--- src/rtl/branch_resolver.sv ---
// Branch/jump resolver: evaluates one control-transfer op at a time,
// issues the fetch redirect, and holds flush while the pipeline drains.
module branch_resolver #(
  parameter int unsigned FLUSH_CYCLES = 2,
  parameter int unsigned CNT_W        = 16
) (
  input  logic             clk,
  input  logic             rst,
  input  logic             br_valid,
  output logic             br_ready,
  input  logic [2:0]       br_f3,
  input  logic             br_jal,
  input  logic             br_jalr,
  input  logic [31:0]      br_pc,
  input  logic [31:0]      br_imm,
  input  logic [31:0]      br_rs1,
  input  logic [31:0]      br_rs2,
  output logic [31:0]      cmp_rs1,
  output logic [31:0]      cmp_rs2,
  output logic [2:0]       cmp_f3,
  input  logic             cmp_taken,
  output logic             redir_valid,
  input  logic             redir_ready,
  output logic [31:0]      redir_pc,
  output logic [31:0]      link_pc,
  output logic             flush,
  output logic             misalign,
  output logic [CNT_W-1:0] br_cnt,
  output logic [CNT_W-1:0] taken_cnt
);

  typedef enum logic [1:0] {
    IDLE,
    EVAL,
    REDIR,
    FLUSH
  } state_t;

  state_t           state_q, state_d;
  logic [31:0]      rs1_q, rs1_d;
  logic [31:0]      rs2_q, rs2_d;
  logic [2:0]       f3_q, f3_d;
  logic             jal_q, jal_d;
  logic             jalr_q, jalr_d;
  logic [31:0]      pc_q, pc_d;
  logic [31:0]      imm_q, imm_d;
  logic [31:0]      redir_pc_q, redir_pc_d;
  logic [31:0]      link_pc_q, link_pc_d;
  logic             redir_valid_q, redir_valid_d;
  logic             flush_q, flush_d;
  logic             misalign_q, misalign_d;
  logic [3:0]       fcnt_q, fcnt_d;
  logic [CNT_W-1:0] br_cnt_q, br_cnt_d;
  logic [CNT_W-1:0] taken_cnt_q, taken_cnt_d;

  logic             is_slt;
  logic             taken;
  logic [31:0]      target;

  assign br_ready    = (state_q == IDLE) && !rst;
  assign cmp_rs1     = rs1_q;
  assign cmp_rs2     = rs2_q;
  assign cmp_f3      = f3_q;
  assign redir_valid = redir_valid_q;
  assign redir_pc    = redir_pc_q;
  assign link_pc     = link_pc_q;
  assign flush       = flush_q;
  assign misalign    = misalign_q;
  assign br_cnt      = br_cnt_q;
  assign taken_cnt   = taken_cnt_q;

  // Resolve decision and target from the latched op.
  always_comb begin
    is_slt = (f3_q == 3'b010) || (f3_q == 3'b011);
    taken  = jal_q || jalr_q || (cmp_taken && !is_slt);
    if (jalr_q) begin
      target = (rs1_q + imm_q) & ~32'd1;
    end else begin
      target = pc_q + imm_q;
    end
  end

  // Next-state and registered-output logic for the resolver FSM.
  always_comb begin
    state_d       = state_q;
    rs1_d         = rs1_q;
    rs2_d         = rs2_q;
    f3_d          = f3_q;
    jal_d         = jal_q;
    jalr_d        = jalr_q;
    pc_d          = pc_q;
    imm_d         = imm_q;
    redir_pc_d    = redir_pc_q;
    link_pc_d     = link_pc_q;
    redir_valid_d = redir_valid_q;
    flush_d       = flush_q;
    misalign_d    = 1'b0;
    fcnt_d        = fcnt_q;
    br_cnt_d      = br_cnt_q;
    taken_cnt_d   = taken_cnt_q;
    unique case (state_q)
      IDLE: begin
        if (br_valid && br_ready) begin
          rs1_d   = br_rs1;
          rs2_d   = br_rs2;
          f3_d    = br_f3;
          jal_d   = br_jal;
          jalr_d  = br_jalr;
          pc_d    = br_pc;
          imm_d   = br_imm;
          state_d = EVAL;
        end
      end
      EVAL: begin
        if (br_cnt_q != '1) begin
          br_cnt_d = br_cnt_q + CNT_W'(1);
        end
        state_d = IDLE;
        if (taken) begin
          redir_pc_d = target;
          link_pc_d  = pc_q + 32'd4;
          if (target[1:0] != 2'b00) begin
            misalign_d = 1'b1;
          end else begin
            state_d       = REDIR;
            redir_valid_d = 1'b1;
            flush_d       = 1'b1;
            if (taken_cnt_q != '1) begin
              taken_cnt_d = taken_cnt_q + CNT_W'(1);
            end
          end
        end
      end
      REDIR: begin
        if (redir_ready) begin
          state_d       = FLUSH;
          redir_valid_d = 1'b0;
          fcnt_d        = 4'(FLUSH_CYCLES - 1);
        end
      end
      FLUSH: begin
        if (fcnt_q == 4'd0) begin
          state_d = IDLE;
          flush_d = 1'b0;
        end else begin
          fcnt_d = fcnt_q - 4'd1;
        end
      end
    endcase
  end

  // State register; reset discards any in-flight op.
  always_ff @(posedge clk) begin
    if (rst) begin
      state_q       <= IDLE;
      rs1_q         <= '0;
      rs2_q         <= '0;
      f3_q          <= '0;
      jal_q         <= 1'b0;
      jalr_q        <= 1'b0;
      pc_q          <= '0;
      imm_q         <= '0;
      redir_pc_q    <= '0;
      link_pc_q     <= '0;
      redir_valid_q <= 1'b0;
      flush_q       <= 1'b0;
      misalign_q    <= 1'b0;
      fcnt_q        <= '0;
      br_cnt_q      <= '0;
      taken_cnt_q   <= '0;
    end else begin
      state_q       <= state_d;
      rs1_q         <= rs1_d;
      rs2_q         <= rs2_d;
      f3_q          <= f3_d;
      jal_q         <= jal_d;
      jalr_q        <= jalr_d;
      pc_q          <= pc_d;
      imm_q         <= imm_d;
      redir_pc_q    <= redir_pc_d;
      link_pc_q     <= link_pc_d;
      redir_valid_q <= redir_valid_d;
      flush_q       <= flush_d;
      misalign_q    <= misalign_d;
      fcnt_q        <= fcnt_d;
      br_cnt_q      <= br_cnt_d;
      taken_cnt_q   <= taken_cnt_d;
    end
  end

endmodule

--- config.mk ---
export PLATFORM = sky130hd
export DESIGN_NAME = branch_resolver
export DESIGN_NICKNAME = d
export VERILOG_FILES = /design/src/rtl/branch_resolver.sv
export SDC_FILE = /design/constraint.sdc
export NUM_CORES = 1
export LEC_CHECK = 0
export ABC_CLOCK_PERIOD_IN_PS = 3200
export BUFFER_PORTS_ARGS = -buffer_cell sky130_fd_sc_hd__buf_4
export CORE_AREA = 2 2 140 176
export DETAILED_ROUTE_END_ITERATION = 7
export DIE_AREA = 0 0 142 178
export PLACE_DENSITY = 0.89
export SYNTH_ARGS = -nofsm -noshare
export SYNTH_HDL_FRONTEND = slang
export SYNTH_SLANG_ARGS = --single-unit
--- constraint.sdc ---
create_clock -name clk -period 3.2 [get_ports clk]
set_input_delay 0.48 -clock clk [delete_from_list [all_inputs] [get_ports clk]]
set_output_delay 0.48 -clock clk [all_outputs]
set_load 0.02 [all_outputs]
Word level (Yosys, flattened, before mapping) --
Index checks and enable logic that the tools add are counted.
Word-level totals: register bits 238, latch bits 0, memory bits (writable) 0, memory bits (read-only) 0, input bits 138, output and inout bits 167, word-level logic and storage cells 78, memories kept 0
Cells by class: add/subtract/negate cells 6, $mul 0, divide/modulo/power cells 0, magnitude comparators 0, equality and inequality tests 13, shift-type cells 0, mux-type cells 17, bitwise gates (word level) 3, reductions and logical operators 23
Operator list (count):
- 32-bit adder | 2
- 16-bit by 1-bit adder with 16-bit output (second input constant) | 2
- 32-bit by 3-bit adder with 32-bit output (second input constant) | 1
- 32-bit two-way mux | 1
- 16-bit inequality test (second input constant) | 2
- 4-bit AND reduction | 3
- 2-bit two-way mux | 5
- 2-bit inequality test (second input constant) | 5
- 4-bit two-way mux | 2
- 2-bit case mux with 4 select lines | 1
- 4-bit case mux with 2 select lines | 1
- 2-bit nonzero test | 4
- 3-bit by 2-bit == test with 1-bit output (second input constant) | 2
- 2-bit AND reduction | 3
- 3-bit AND reduction | 2
- 1-bit two-way mux | 5
- 2-bit == test (second input constant) | 2
- 4-bit zero test | 1
- 1-bit case mux with 2 select lines | 2
- 4-bit by 1-bit subtractor with 4-bit output (second input constant) | 1
- 1-bit logical AND | 3
- 1-bit logical OR | 3
- 1-bit NOT | 3
- 3-bit OR reduction | 1
- other kinds (4) | 5

Longest topological paths before layout --
depth after elaboration 7, mapped depth 11, mapped depth without buffers 11

Worst setup path after synthesis --
Ideal clock, no wire load.
path type flip-flop to flip-flop, start register rs1_q[0], in the netlist cmp_rs1[0], end register redir_pc_q[24], in the netlist redir_pc[24], setup time 0.114 ns, arrival time 2.741 ns, required time 3.086 ns, path slack 0.344 ns, stages on the path, launching flop included 12, path buffers 0, period minus slack after synthesis 2.856 ns, cell sequence dfxtp_1 > and2_1 > fa_1 > a21oi_1 > o21ai_0 > a221oi_2 > o21ai_1 > a311oi_1 > o21bai_1 > a31oi_1 > xor2_1 > a2111oi_0
Between the ends: cells in the longest elaborated chain, start to end 2
Ends and longest elaborated chain:
- start: declaration | line 40 | logic [31:0] rs1_q, rs1_d;
- start signal: assignment | line 173 | rs1_q <= rs1_d;
- 32-bit adder | line 77 | target = (rs1_q + imm_q) & ~32'd1;
- 32-bit two-way mux | line 76 | if (jalr_q) begin
- end signal: assignment | line 180 | redir_pc_q <= redir_pc_d;
- end: declaration | line 47 | logic [31:0] redir_pc_q, redir_pc_d;
Every way passes these cells. A chain may end at the register's enable or synchronous reset.

Worst setup path after layout --
start register imm_q[0], end register redir_pc_q[24], in the netlist redir_pc[24]
Between the ends: cells in the longest elaborated chain, start to end 2, elaborated cells between the ends (all ways) 3, those cells by class 2 x add/sub; 1 x mux
Ends and longest elaborated chain:
- start: declaration | line 46 | logic [31:0] imm_q, imm_d;
- start signal: assignment | line 179 | imm_q <= imm_d;
- 32-bit adder, on equally long branches | line 79, 77
- 32-bit two-way mux (*) | line 76
Every way passes the cells marked *; elsewhere a longest branch is shown, timed or not.

==> flow_summary_export.csv <==
group,metric,value,unit
route,dr_wl_met3,2780,um
critical_path,reg2regPathDepth,11,
critical_path,crit_buf_inv,0,
synth,yosys.area.top_type_share,0.378,
synth,syn_avg_cell_area,7.93,um^2
clock_tree,clk_pin_slew,0.07,ns
floorplanning,die_h,178,um
power_and_ir_drop,p_per_area,525,nW/um^2
clock_tree,clock_tree.buffer_depth,3,
synth,synthCells,1591,
synth,synth_ff_type,"dfxtp_1",
grt,grt_pass1_wl,57600,um
sta,rsz0062_at_grt,"false",
grt,grt_use_total,0.277,
synth,ys_warn_count,0,
critical_path,worstPathCellList,"and2_1 -> fa_1 -> a21oi_1 -> o21ai_1 -> a221oi_2 -> o21ai_2 -> a311oi_1 -> o21bai_1 -> a31oi_1 -> xor2_1 -> a2111oi_0",
clock_tree,root_buffer,"clkbuf_16",
sta,min_period,2.98,ns
critical_path,crit_fanout,4,
synth,ys_async_sr_fraction,0,
min_path,hold_path.class,"in2reg",
grt,grt-ovfl-total,0,
route,wl_met1,15100,um
synth,synth_compound_area_frac,0.208,
layout,drive_gt1_frac,0.209,
sta,tightest_slew,0.880,ns
layout,final_cell_mix,"325 x buf_4, 238 x dfxtp_1, 233 x nand2_1, 181 x o21ai_0, 143 x nor2_1",
layout,final_common_cell,"buf_4",
critical_path,worstReg2RegEnd,"redir_pc[24]$_SDFFE_PP0P_",
clock_tree,holdBufCountCts,0,
route,finalWirelength,36500,um
route,met2_length,17300,um
place,dp_hpwl,26800,um
place,gp_congestion,0.921,
power_and_ir_drop,p_leak,6.94,nW
synth,synth_fa_ha_area_frac,0.0686,
synth,seq_area_frac_synth,0.378,
synth,synthesis.area,12600,um^2
sta,slew_viol_final,0,
grt,grt_antenna_before_repair,0,
clock_tree,cts-buffers-inserted,25,
synth,synth_top_family_by_area,"simple AND/OR/NAND/NOR gates",
synth,syn-num-nets,1797,
critical_path,crit_type,"reg2reg",
synth,synth-simple-area-share,0.237,
route,top_layer,"met4",
critical_path,cp.arrival,3.39,ns
sta,skew,0.0114,ns
critical_path,reg2reg_slack,0.22,ns
route,drtIter0Drc,862,
synth,yosys.area.top_type,"dfxtp_1",
sta,tns,0,ns
flow_run,maxCapViolations,0,
sta,hold_violations,0,
route,viasPerCell,5.65,
layout,instances_no_fill,2164,
grt,grt_pass1_vias,11800,
layout,final_core_utilization,0.684,
clock_tree,clock-sinks,238,
floorplanning,die-area,25300,um^2
critical_path,r2r-start,"imm_q[0]$_SDFFE_PP0P_",
sta,fmax,0.336,GHz
critical_path,cp_top_family,"compound AO/OA/AOI/OAI gates",
route,dr.pass1.iters,5,
critical_path,cp-startpoint,"imm_q[0]$_SDFFE_PP0P_",
floorplanning,io-pin-count,305,
synth,ys_types,67,
sta,period_share,0.930,
clock_tree,htreeDepth,1,
power_and_ir_drop,peakVddDrop,0.460,mV
critical_path,end_kind,"register",
synth,synth_edf_count,0,
layout,final_net_count,2061,
grt,grt_max_degree,211,
floorplanning,die_x,142,um
synth,synth_seq_cells,238,
critical_path,max_stage_delay,0.40,ns
route,via_count,12200,
sta,worst_slack,0.224,ns
floorplanning,fp-row-count,63,
clock_tree,cts_tree,"yes",
run_status,outcome,"finished clean",
synth,synth_xor_area_frac,0.0694,
place,placed_cells,2120,
floorplanning,start_util,0.535,
layout,area_delta_synth_final,27.7,%
synth,synth_area_leaders,"dfxtp_1 38%, o21ai_0 7.3%, nand2_1 6.9%",
power_and_ir_drop,power.total,0.00846,W
layout,n_antenna_cell,0,
place,pre_cts_slack,0.146,ns
sta,setup_violations,0,
clock_tree,insertion_delay,0.53,ns
route,routedWlPerCell,16.9,um
synth,synthMuxAreaShare,0.00555,
clock_tree,postCtsSetupBuffers,0,
critical_path,timing.critical_path.depth,11,
critical_path,worstPathRequired,3.61,ns
critical_path,worst_setup_path_start_kind,"register",
critical_path,cp_slowest_cell,"fa_1",
sta,relSlewSlack,0.413,
floorplanning,fp.coreArea,23600,um^2
route,drc,0,
route,antenna_left,0,
critical_path,endpoint,"redir_pc[24]$_SDFFE_PP0P_",
place,port_buffers,304,
==> final cells by class <==
| class | instances | area, um^2 |
|---|---|---|
| well taps | 292 | 365 |
| flip-flops and latches | 238 | 4760 |
| fillers | 1831 | 7450 |
| inverters | 22 | 82.6 |
| clock buffers | 32 | 692 |
| multi-input cells | 1238 | 7450 |
| clock inverters | 12 | 239 |
| repair buffers | 330 | 2530 |
==> power by group <==
group	total (W)	internal (W)	switching (W)
Clock	0.00330	0.00209	0.00122
Sequential	0.00341	0.00319	0.000216
Combinational	0.00176	0.000748	0.00101
==> metal layers <==
metal / up-vias / track usage
met5: - / 0
met4: 0 / 0.108
met3: 83 / 0.0515
met2: 465 / 0.479
met1: 5607 / 0.340
li1: 6082 / -
==> worst register-to-register path, delay by kind of cell (launching register included) <==
kind                     cells  cell delay, ns
AO/OA/AOI/OAI                8            1.87
XOR/XNOR                     1            0.09
adder cells (fa/ha/maj)      1            0.40
flip-flops                   1            0.34
AND/OR/NAND/NOR              1            0.18
==> synthesized netlist by cell type, types with 2 or more instances <==
library cell / number
a2111oi_0: 5
a211o_1: 3
a211oi_1: 44
a21o_1: 33
a21oi_1: 79
a21oi_2: 3
a221oi_1: 5
a311oi_1: 9
a31oi_1: 15
a41o_1: 2
a41oi_1: 2
and2_1: 6
and3_1: 18
and4_1: 6
buf_1: 5
clkbuf_1: 86
dfxtp_1: 238
fa_1: 2
ha_1: 66
inv_1: 21
mux2i_1: 7
nand2_1: 233
nand2b_1: 114
nand3_1: 32
nand3b_1: 3
nand4_1: 18
nand4b_1: 2
nor2_1: 143
nor2b_1: 7
nor3_1: 27
nor4_1: 4
o211ai_1: 5
o21a_1: 3
o21ai_0: 183
o21ai_1: 3
o21bai_1: 11
o31a_1: 2
o31ai_1: 2
or2_2: 5
or3_1: 14
xnor2_1: 44
xor2_1: 56
==> flip-flops by register name, indices dropped and copies added (netlist names), named ones only <==
register,count
imm_q,32
link_pc,32
misalign,1
pc_q,32
taken_cnt,16
state_q,1
redir_valid,1
cmp_rs1,32
redir_pc,32
flush,1
cmp_f3,3
jalr_q,1
jal_q,1
br_cnt,16
fcnt_q,4
cmp_rs2,32
==> timing repair <==
item / 4_1_cts / 5_1_grt
hold endpoints to repair: 0 / 0
gates resized for setup: 0 / 4
setup endpoints to repair: 0 / 4
==> how the worst min path moves through the flow <==
stage	slack, ns	depth (start not counted)	endpoint	startpoint
6_report	0.14	3	cmp_rs1[18]$_SDFFE_PP0P_	br_rs1[18]
5_1_grt	0.14	3	cmp_f3[0]$_SDFFE_PP0P_	br_f3[0]
4_1_cts	0.13	3	cmp_rs1[18]$_SDFFE_PP0P_	br_rs1[18]
3_5_place_dp	0.45	2	redir_pc[18]$_SDFFE_PP0P_	redir_pc[18]$_SDFFE_PP0P_
3_3_place_gp	0.44	2	redir_pc[0]$_SDFFE_PP0P_	redir_pc[0]$_SDFFE_PP0P_
2_1_floorplan	0.45	2	jal_q$_SDFFE_PP0P_	jal_q$_SDFFE_PP0P_
==> cell families after synthesis <==
| group | count (synthesis) |
|---|---|
| simple gates | 636 |
| compound gates | 427 |
| flops | 238 |
| buf+inv | 115 |
| xor+xnor | 100 |
| fa+ha+maj | 68 |
| mux | 7 |
==> through the flow <==
step | hold WS, ns | cell area, um^2
final | 0.143 | 16100
after global placement | 0.443 | 15200
after global routing | 0.142 | 16100
after floorplan | 0.449 | 12600
after CTS | 0.129 | 16100
after detailed placement | 0.449 | 15200
Note: power is estimated with default switching activity, not from simulation.
